File: src/rtl/uart_frame_tx_if.sv
// Frame handshake between the screen FIFO output port and the serial transmitter.
// Handshake: a frame moves on a rising clk edge where ivalid && iready are both 1;
// the master holds idata stable while ivalid is high, and the slave never
// samples idata on any other edge.
interface uart_frame_tx_if;
    logic       ivalid;
    logic       iready;
    logic [9:0] idata;

    modport master (output ivalid, output idata, input iready);
    modport slave  (input ivalid, input idata, output iready);
endinterface

File: src/rtl/uart_frame_tx.sv
// UART frame serializer: takes one 10-bit pre-framed word per handshake and
// shifts it out LSB-first, each bit held CLKS_PER_BIT clocks, with an optional
// idle gap of GAP_BITS bit periods after every frame. All outputs are registered.
module uart_frame_tx #(
    parameter int CLKS_PER_BIT = 5208,
    parameter int GAP_BITS     = 0
) (
    input  logic             clk,
    input  logic             reset_n,   // active-high asynchronous reset
    uart_frame_tx_if.slave   in_if,
    output logic             tx,
    output logic             busy,
    output logic             frame_done,
    output logic             frame_err,
    output logic [1:0]       state_dbg
);
    localparam int BW        = (CLKS_PER_BIT > 1) ? $clog2(CLKS_PER_BIT) : 1;
    localparam int GAP_TOTAL = GAP_BITS * CLKS_PER_BIT;
    localparam int GW        = (GAP_TOTAL > 1) ? $clog2(GAP_TOTAL) : 1;
    localparam logic [BW-1:0] BAUD_LAST = BW'(CLKS_PER_BIT - 1);
    localparam logic [GW-1:0] GAP_LAST  = GW'((GAP_TOTAL > 0) ? (GAP_TOTAL - 1) : 0);

    typedef enum logic [1:0] {IDLE = 2'd0, SHIFT = 2'd1, GAP = 2'd2} state_t;

    state_t        state, state_nx;
    logic [9:0]    shreg, shreg_nx;
    logic [3:0]    bit_idx, bit_idx_nx;
    logic [BW-1:0] baud_cnt, baud_nx;
    logic [GW-1:0] gap_cnt, gap_nx;
    logic          ready_q, ready_nx;
    logic          tx_nx, busy_nx, done_nx, err_nx;
    logic          accept, baud_end, last_bit, gap_end;

    // Only the IDLE state with a registered ready can take a frame.
    assign accept   = (state == IDLE) && in_if.ivalid && ready_q;
    assign baud_end = (baud_cnt == BAUD_LAST);
    assign last_bit = (bit_idx == 4'd9);
    assign gap_end  = (gap_cnt == GAP_LAST);

    assign in_if.iready = ready_q;
    assign state_dbg    = state;

    // State register.
    always_ff @(posedge clk or posedge reset_n) begin
        if (reset_n) begin
            state <= IDLE;
        end else begin
            state <= state_nx;
        end
    end

    // Next-state decision: accept -> shift ten bits -> optional gap -> idle.
    always_comb begin
        state_nx = state;
        case (state)
            IDLE:    if (accept) state_nx = SHIFT;
            SHIFT:   if (baud_end && last_bit) state_nx = (GAP_BITS == 0) ? IDLE : GAP;
            GAP:     if (gap_end) state_nx = IDLE;
            default: state_nx = IDLE;
        endcase
    end

    // Next values of the datapath and registered outputs.
    always_comb begin
        shreg_nx   = shreg;
        bit_idx_nx = bit_idx;
        baud_nx    = baud_cnt;
        gap_nx     = gap_cnt;
        tx_nx      = tx;
        ready_nx   = ready_q;
        busy_nx    = busy;
        done_nx    = 1'b0;
        err_nx     = 1'b0;
        case (state)
            IDLE: begin
                ready_nx = 1'b1;
                tx_nx    = 1'b1;
                busy_nx  = 1'b0;
                if (accept) begin
                    shreg_nx   = in_if.idata;
                    tx_nx      = in_if.idata[0];
                    bit_idx_nx = 4'd0;
                    baud_nx    = '0;
                    ready_nx   = 1'b0;
                    busy_nx    = 1'b1;
                    err_nx     = in_if.idata[0] | ~in_if.idata[9];
                end
            end
            SHIFT: begin
                if (baud_end) begin
                    baud_nx = '0;
                    if (last_bit) begin
                        // Stop bit finished; the line goes high for at least one clock.
                        done_nx = 1'b1;
                        tx_nx   = 1'b1;
                        gap_nx  = '0;
                        if (GAP_BITS == 0) begin
                            ready_nx = 1'b1;
                            busy_nx  = 1'b0;
                        end
                    end else begin
                        bit_idx_nx = bit_idx + 4'd1;
                        shreg_nx   = {1'b1, shreg[9:1]};
                        tx_nx      = shreg[1];
                    end
                end else begin
                    baud_nx = baud_cnt + 1'b1;
                end
            end
            GAP: begin
                tx_nx = 1'b1;
                if (gap_end) begin
                    ready_nx = 1'b1;
                    busy_nx  = 1'b0;
                end else begin
                    gap_nx = gap_cnt + 1'b1;
                end
            end
            default: begin
                tx_nx = 1'b1;
            end
        endcase
    end

    // Datapath and output registers; reset forces the line high and drops ready.
    always_ff @(posedge clk or posedge reset_n) begin
        if (reset_n) begin
            shreg      <= '0;
            bit_idx    <= '0;
            baud_cnt   <= '0;
            gap_cnt    <= '0;
            tx         <= 1'b1;
            ready_q    <= 1'b0;
            busy       <= 1'b0;
            frame_done <= 1'b0;
            frame_err  <= 1'b0;
        end else begin
            shreg      <= shreg_nx;
            bit_idx    <= bit_idx_nx;
            baud_cnt   <= baud_nx;
            gap_cnt    <= gap_nx;
            tx         <= tx_nx;
            ready_q    <= ready_nx;
            busy       <= busy_nx;
            frame_done <= done_nx;
            frame_err  <= err_nx;
        end
    end
endmodule

File: src/flat_wrapper.sv
// flat-port wrapper written by rule: the top's interface ports become plain ports
module uart_frame_tx_flat 
#(
    parameter int CLKS_PER_BIT = 5208,
    parameter int GAP_BITS     = 0
)
  (clk, reset_n, tx, busy, frame_done, frame_err, state_dbg, in_if_ivalid, in_if_idata, in_if_iready);
  uart_frame_tx_if in_if_i ();
  input  logic clk;
  input  logic reset_n;
  output logic tx;
  output logic busy;
  output logic frame_done;
  output logic frame_err;
  output logic [1:0] state_dbg;
  input wire logic [$bits(in_if_i.ivalid)-1:0] in_if_ivalid;
  input wire logic [$bits(in_if_i.idata)-1:0] in_if_idata;
  output wire logic [$bits(in_if_i.iready)-1:0] in_if_iready;
  assign in_if_i.ivalid = in_if_ivalid;
  assign in_if_i.idata = in_if_idata;
  assign in_if_iready = in_if_i.iready;
  uart_frame_tx #(.CLKS_PER_BIT(CLKS_PER_BIT), .GAP_BITS(GAP_BITS)) u_core (.clk(clk), .reset_n(reset_n), .in_if(in_if_i), .tx(tx), .busy(busy), .frame_done(frame_done), .frame_err(frame_err), .state_dbg(state_dbg));
endmodule
File: config.mk
export PLATFORM = sky130hd
export DESIGN_NAME = uart_frame_tx_flat
export DESIGN_NICKNAME = d
export VERILOG_FILES = /design/src/rtl/uart_frame_tx_if.sv /design/src/rtl/uart_frame_tx.sv /design/src/flat_wrapper.sv
export SDC_FILE = /design/constraint.sdc
export NUM_CORES = 1
export LEC_CHECK = 0
export ABC_AREA = 0
export ABC_CLOCK_PERIOD_IN_PS = 2850
export BUFFER_PORTS_ARGS = -buffer_cell sky130_fd_sc_hd__buf_2
export CORE_MARGIN = 2
export CORE_UTILIZATION = 56
export CTS_CLUSTER_SIZE = 24
export DETAILED_ROUTE_END_ITERATION = 6
export PLACE_DENSITY = 0.78
export RECOVER_POWER = 100
export SYNTH_ARGS = -nofsm -noshare
export SYNTH_HDL_FRONTEND = slang
export SYNTH_SLANG_ARGS = --single-unit
File: constraint.sdc
create_clock -name clk -period 2.85 [get_ports clk]
set_input_delay 0.57 -clock clk [delete_from_list [all_inputs] [get_ports clk]]
set_output_delay 0.57 -clock clk [all_outputs]
set_load 0.02 [all_outputs]
# Word level (Yosys, flattened, before mapping)
# Cells that the tools add are included.
# Widths: inputs -> output; s select.
[totals]
register_bits = 35
inputBits = 13
elab_cells = 73
[classes]
addsub = 3
eq_ne = 10
n_mux = 36
bitwise = 2
reduce_logical = 12
[ops]
columns = ["op", "count"]
rows = [
  ["$mux 10", 3],
  ["$mux 13", 2],
  ["$pmux 13 s2", 1],
  ["$pmux 10 s2", 1],
  ["$mux 1", 17],
  ["$add 13x1->13 const B", 1],
  ["$eq 13x13->1 const B", 1],
  ["$mux 4", 3],
  ["$ne 2x1->1 const B", 4],
  ["$pmux 4 s2", 1],
  ["$reduce_and 4->1", 2],
  ["$mux 2", 3],
  ["$pmux 1 s3", 2],
  ["$pmux 2 s3", 1],
  ["$reduce_and 3->1", 2],
  ["$add 4x1->4 const B", 1],
  ["$eq 4x4->1 const B", 1],
  ["$ne 2x2->1 const B", 2],
  ["$pmux 1 s2", 2],
  ["$reduce_bool 2->1", 2],
  ["$logic_and 1x1->1", 3],
  ["$reduce_bool 3->1", 1],
  ["$eq 2x1->1 const B", 1],
  ["$eq 2x2->1 const B", 1],
  ["other kinds (5)", 5],
]

# Logic depth before layout (Yosys ltp)
[logic_depth]
depth_word = 5
depth_mapped = 6

# Least setup slack after synthesis
# Ideal clock, no wire load.
[synth_path]
path_type = "flip-flop to flip-flop"
from = "register u_core.baud_cnt[7]"
to = "register u_core.bit_idx[3]"
setup_time_ns = 0.066
arrival_ns = 2.026
required_time_ns = 2.784
path_slack_ns = 0.758
path_stages_with_launch = 6
period_less_slack_ns = 2.092
path_cell_list = "dfrtp_1 -> or4b_1 -> or3_1 -> buf_6 -> or4_1 -> nand2_1"
[synth_via]
elab_chain_cells = 3
[synth_rtl]
columns = ["item", "line_no", "source"]
rows = [
  ["start, declared", "uart_frame_tx.sv:28", "logic [BW-1:0] baud_cnt, baud_nx;"],
  ["start signal, assigned", "uart_frame_tx.sv:140", "baud_cnt <= baud_nx;"],
  ["$eq 13x13->1", "uart_frame_tx.sv:36", "assign baud_end = (baud_cnt == BAUD_LAST);"],
  ["$ne 2x1->1 (no line)", "-", ""],
  ["$reduce_and 4->1 (no line)", "-", ""],
  ["end signal, assigned", "uart_frame_tx.sv:139", "bit_idx <= bit_idx_nx;"],
  ["end, declared", "uart_frame_tx.sv:27", "logic [3:0] bit_idx, bit_idx_nx;"],
]
# No other way between the ends.
# A chain may end at the register's enable or synchronous reset.

# Worst setup path after layout
[layout_path]
from = "register u_core.baud_cnt[7]"
to = "register u_core.shreg[5]"
[layout_via]
elab_chain_cells = 3
[layout_rtl]
columns = ["item", "line_no", "source"]
rows = [
  ["$eq 13x13->1", "uart_frame_tx.sv:36", ""],
  ["$ne 2x1->1 (no line)", "-", ""],
  ["$reduce_and 4->1 (no line)", "-", ""],
  ["end signal, assigned", "uart_frame_tx.sv:138", "shreg <= shreg_nx;"],
  ["end, declared", "uart_frame_tx.sv:26", "logic [9:0] shreg, shreg_nx;"],
]
# No other way between the ends.

==> results summary <==
The setup-violating endpoint count in the final report came out at 0. The number of placement rows came out at 19. The overall via count from detail_route is 1382. The footprint of the flip-flops and latches came out at 802 µm².

The area share of the largest cell type after synthesis is 0.479. The number of hold buffers added after CTS was 0. The worst register-to-register path begins at u_core.baud_cnt[7]. The chip height came out at 57.8 µm. The initial detailed-routing violation count is 54. After layout, the minimum clock period comes to 2470 ps. The post-route setup TNS is 0 ps. The clock net sink count is 32. The number of distinct library cell variants in the gate-level netlist after synthesis is 40.

The clock latency on the worst-skew pair is 330 ps. In the final layout, the share of cells above drive strength 1 is 0.175. The max-cap violation count came out at 1.

Setup repair after global routing left no endpoint under its margin. The end point of the worst hold path is u_core.frame_err. The share of the Yosys chip area taken by registers is 0.495. The worst hold path begins at in_if_idata[9]. The kind of start point of the critical path is a flip-flop. The number of resized instances in the post-cts repair step came out at 0. The H-tree was split into 2 levels.

Synthesis handed over a netlist of 159 instances. The aggregate global-route resource usage is 0.240. The net count after synthesis came out at 175. The count of input and output buffers came out at 18.

The largest fanout on the critical path is 9. The data arrival time of the critical path is 2750 ps. The static power due to leakage is 0.733 nW. The final cycle utilization of the critical path is 0.868. Traced cell by cell, the critical path runs through or4b_1 -> or3_1 -> o21ai_1 -> o221a_2. The finished cells cover 0.00177 mm².

In this run, synthesis inferred 0 flip-flops with an integrated enable. The diode insertion count for antenna repair came out at 0. The area of the multi-input gates is 747 µm².

The hold violation total from the final report is 0. The clock slew seen by the registers of the worst setup and hold paths came out at 90 ps. STA classifies the critical path endpoint as a flip-flop. In this run the critical register-to-register path is captured at u_core.shreg[5]. For this run, the top clock speed supported by timing is 0.404 GHz. The post-detailed-placement half-perimeter wirelength is 2490 µm. The final reports fail on max-capacitance violations, max-slew violations. Power comes to 1.18 mW. The max-slew violation total from the final report is 33.

The post-detailed-route wirelength per cell came out at 16.4 µm. TritonCTS built the clock tree. The number of global-route vias before repair was 1308. The worst-case headroom to the max-slew limit came out at -0.0744. The floorplan step defined a die boundary enclosing 0.00334 mm².

The post-placement setup slack came out at 584 ps. The detailed-route DRC error count is 0. The post-route clock skew is 8.81 ps.

The post-synthesis cell type with the largest combined area is dfrtp_1. For this design the ratio of total power to cell area is 667 mW/mm². The length of the first detailed-routing pass in iterations came out at 4. The routability congestion estimate from global placement is 0.852. From synthesis to final layout, the design area changed by 9.58%. The number of post-CTS setup repair buffers came out at 0.

The total clock buffers created by CTS is 5. The run finished, with violations left. The largest vdd supply drop came out at 0.491 mV. The leading cell type in the layout, fill and taps excluded is dfrtp_1.

After synthesis, the mean cell area works out to 10.2 µm². The routed wire length is 3510 µm. The number of nets with antenna violations after routing came out at 0. The first-pass GRT wire length is 6080 µm. The average via count per standard cell is 6.46. The library cell used as clock root buffer is clkbuf_4. The number of antenna violations at the first check in global routing came out at 0.

The slack of the worst reg-to-reg path is 380 ps. In the layout the commonest cells are 31 x dfrtp_1, 18 x nand2_1, 12 x buf_2. The transition time at the pin with the least slew margin came out at 1610 ps. The worst hold path was traced through 2 stages. Among all flip-flop cells after synthesis, the most frequent one is dfrtp_1. The worst-case clock buffer depth is 2. The count of warnings emitted by yosys is 0.

After detailed placement, the total cell area comes to 0.00174 mm². Entering global routing, the biggest net connects 33 pins. The startpoint-to-endpoint class of the critical path is reg2reg. In the synthesized netlist the async set-or-reset flop fraction comes to 1.00.

The die is 57.8 µm wide. The top-level port count came out at 20. For this configuration, the core starts out at a cell density of 0.587. The largest single stage delay on the critical path is 580 ps.

By area the synthesized netlist is led by dfrtp_1 48%, o221a_2 5.6%, nand2_1 4.2%, nand3_1 2.8%, nand2b_1 2.7%. The register bit count reported by yosys came out at 32. The final critical-path setup slack is 378 ps. The net count of the finished layout is 198. The sum of overflow across all layers after global routing came out at 0. The endpoint required time on the critical path is 3130 ps. The post-synthesis cell area is 0.00162 mm². The placeable core area is 0.00276 mm².

The length in cells of the worst reg-to-reg path is 4. The master of the slowest instance on the critical path is or4b_1. The layout filler cell count is 235. The min-delay analysis places its worst path in the category in2reg.
## power breakdown
group / total (mW) / internal [mW] / switching (mW)
Combinational: 0.236 / 0.122 / 0.114
Sequential: 0.676 / 0.554 / 0.123
Clock: 0.270 / 0.122 / 0.149
## critical path: cells and delay by family (launching register included)
kind	cells	cell delay [ps]
flip-flops	1	440
AO/OA/AOI/OAI	2	890
AND/OR/NAND/NOR	2	1090
## cells by family after synthesis
family | after synthesis | synth area share
xor+xnor | 1 | 0.00541
other cells | 1 | 0.00232
buf+inv | 12 | 0.0348
compound gates | 40 | 0.201
simple gates | 69 | 0.232
fa+ha+maj | 3 | 0.0232
flops | 32 | 0.495
mux | 1 | 0.00618
## registers in the layout, summed over array words and instances (netlist names)
signal               cells
u_core.tx                1
u_core.state_dbg         1
u_core.frame_done        1
u_core.shreg             9
u_core.busy              1
u_core.bit_idx           4
u_core.frame_err         1
u_core.baud_cnt         13
u_core.in_if.iready      1
## cell type report
type,instances,share of cell area
Clock buffer,8,0.0331
Inverter,6,0.0127
Sequential cell,32,0.452
Timing Repair Buffer,22,0.0592
Tap cell,31,0.0219
Multi-Input combinational cell,115,0.421
## worst max path at each step
| stage | cells after the start | from | endpoint |
|---|---|---|---|
| after global routing | 4 | u_core.baud_cnt[7] | u_core.baud_cnt[12] |
| after detailed placement | 4 | u_core.baud_cnt[7] | u_core.shreg[5] |
| after global placement | 4 | u_core.baud_cnt[7] | u_core.shreg[6] |
| after floorplan | 5 | u_core.baud_cnt[7] | u_core.bit_idx[3] |
| after CTS | 4 | u_core.baud_cnt[7] | u_core.shreg[5] |
| final | 4 | u_core.baud_cnt[7] | u_core.shreg[5] |
## cells in the mapped netlist (3+ instances only)
| library cell | n |
|---|---|
| a21oi_1 | 4 |
| a22o_1 | 3 |
| clkbuf_1 | 4 |
| dfrtp_1 | 31 |
| ha_1 | 3 |
| inv_1 | 5 |
| nand2_1 | 18 |
| nand2b_1 | 7 |
| nand3_1 | 9 |
| nand4_1 | 4 |
| nor2_1 | 8 |
| nor3_1 | 3 |
| nor4_1 | 3 |
| o211ai_1 | 5 |
| o21ai_0 | 5 |
| o21bai_1 | 3 |
| o221a_2 | 8 |
| or3_1 | 5 |
| or4_1 | 5 |
## layer usage
| layer | up-vias | GRT usage | share of wire |
|---|---|---|---|
| met3 | 6 | 0.0692 | 0.064 |
| li1 | 647 | - | - |
| met2 | 51 | 0.347 | 0.44 |
| met5 | - | 0 | 0 |
| met1 | 678 | 0.343 | 0.48 |
| met4 | 0 | 0.0930 | 0.014 |
## metrics by stage
| step | instances | hold WS [ps] | util |
|---|---|---|---|
| 2_1_floorplan | 159 | 489 | - |
| 3_3_place_gp | 206 | 500 | 0.632 |
| 3_5_place_dp | 206 | 512 | 0.632 |
| 4_1_cts | 214 | 303 | 0.654 |
| 5_1_grt | 214 | 411 | 0.643 |
| 6_report | 214 | 420 | 0.643 |
No activity file was read; power rests on OpenSTA's default activity.
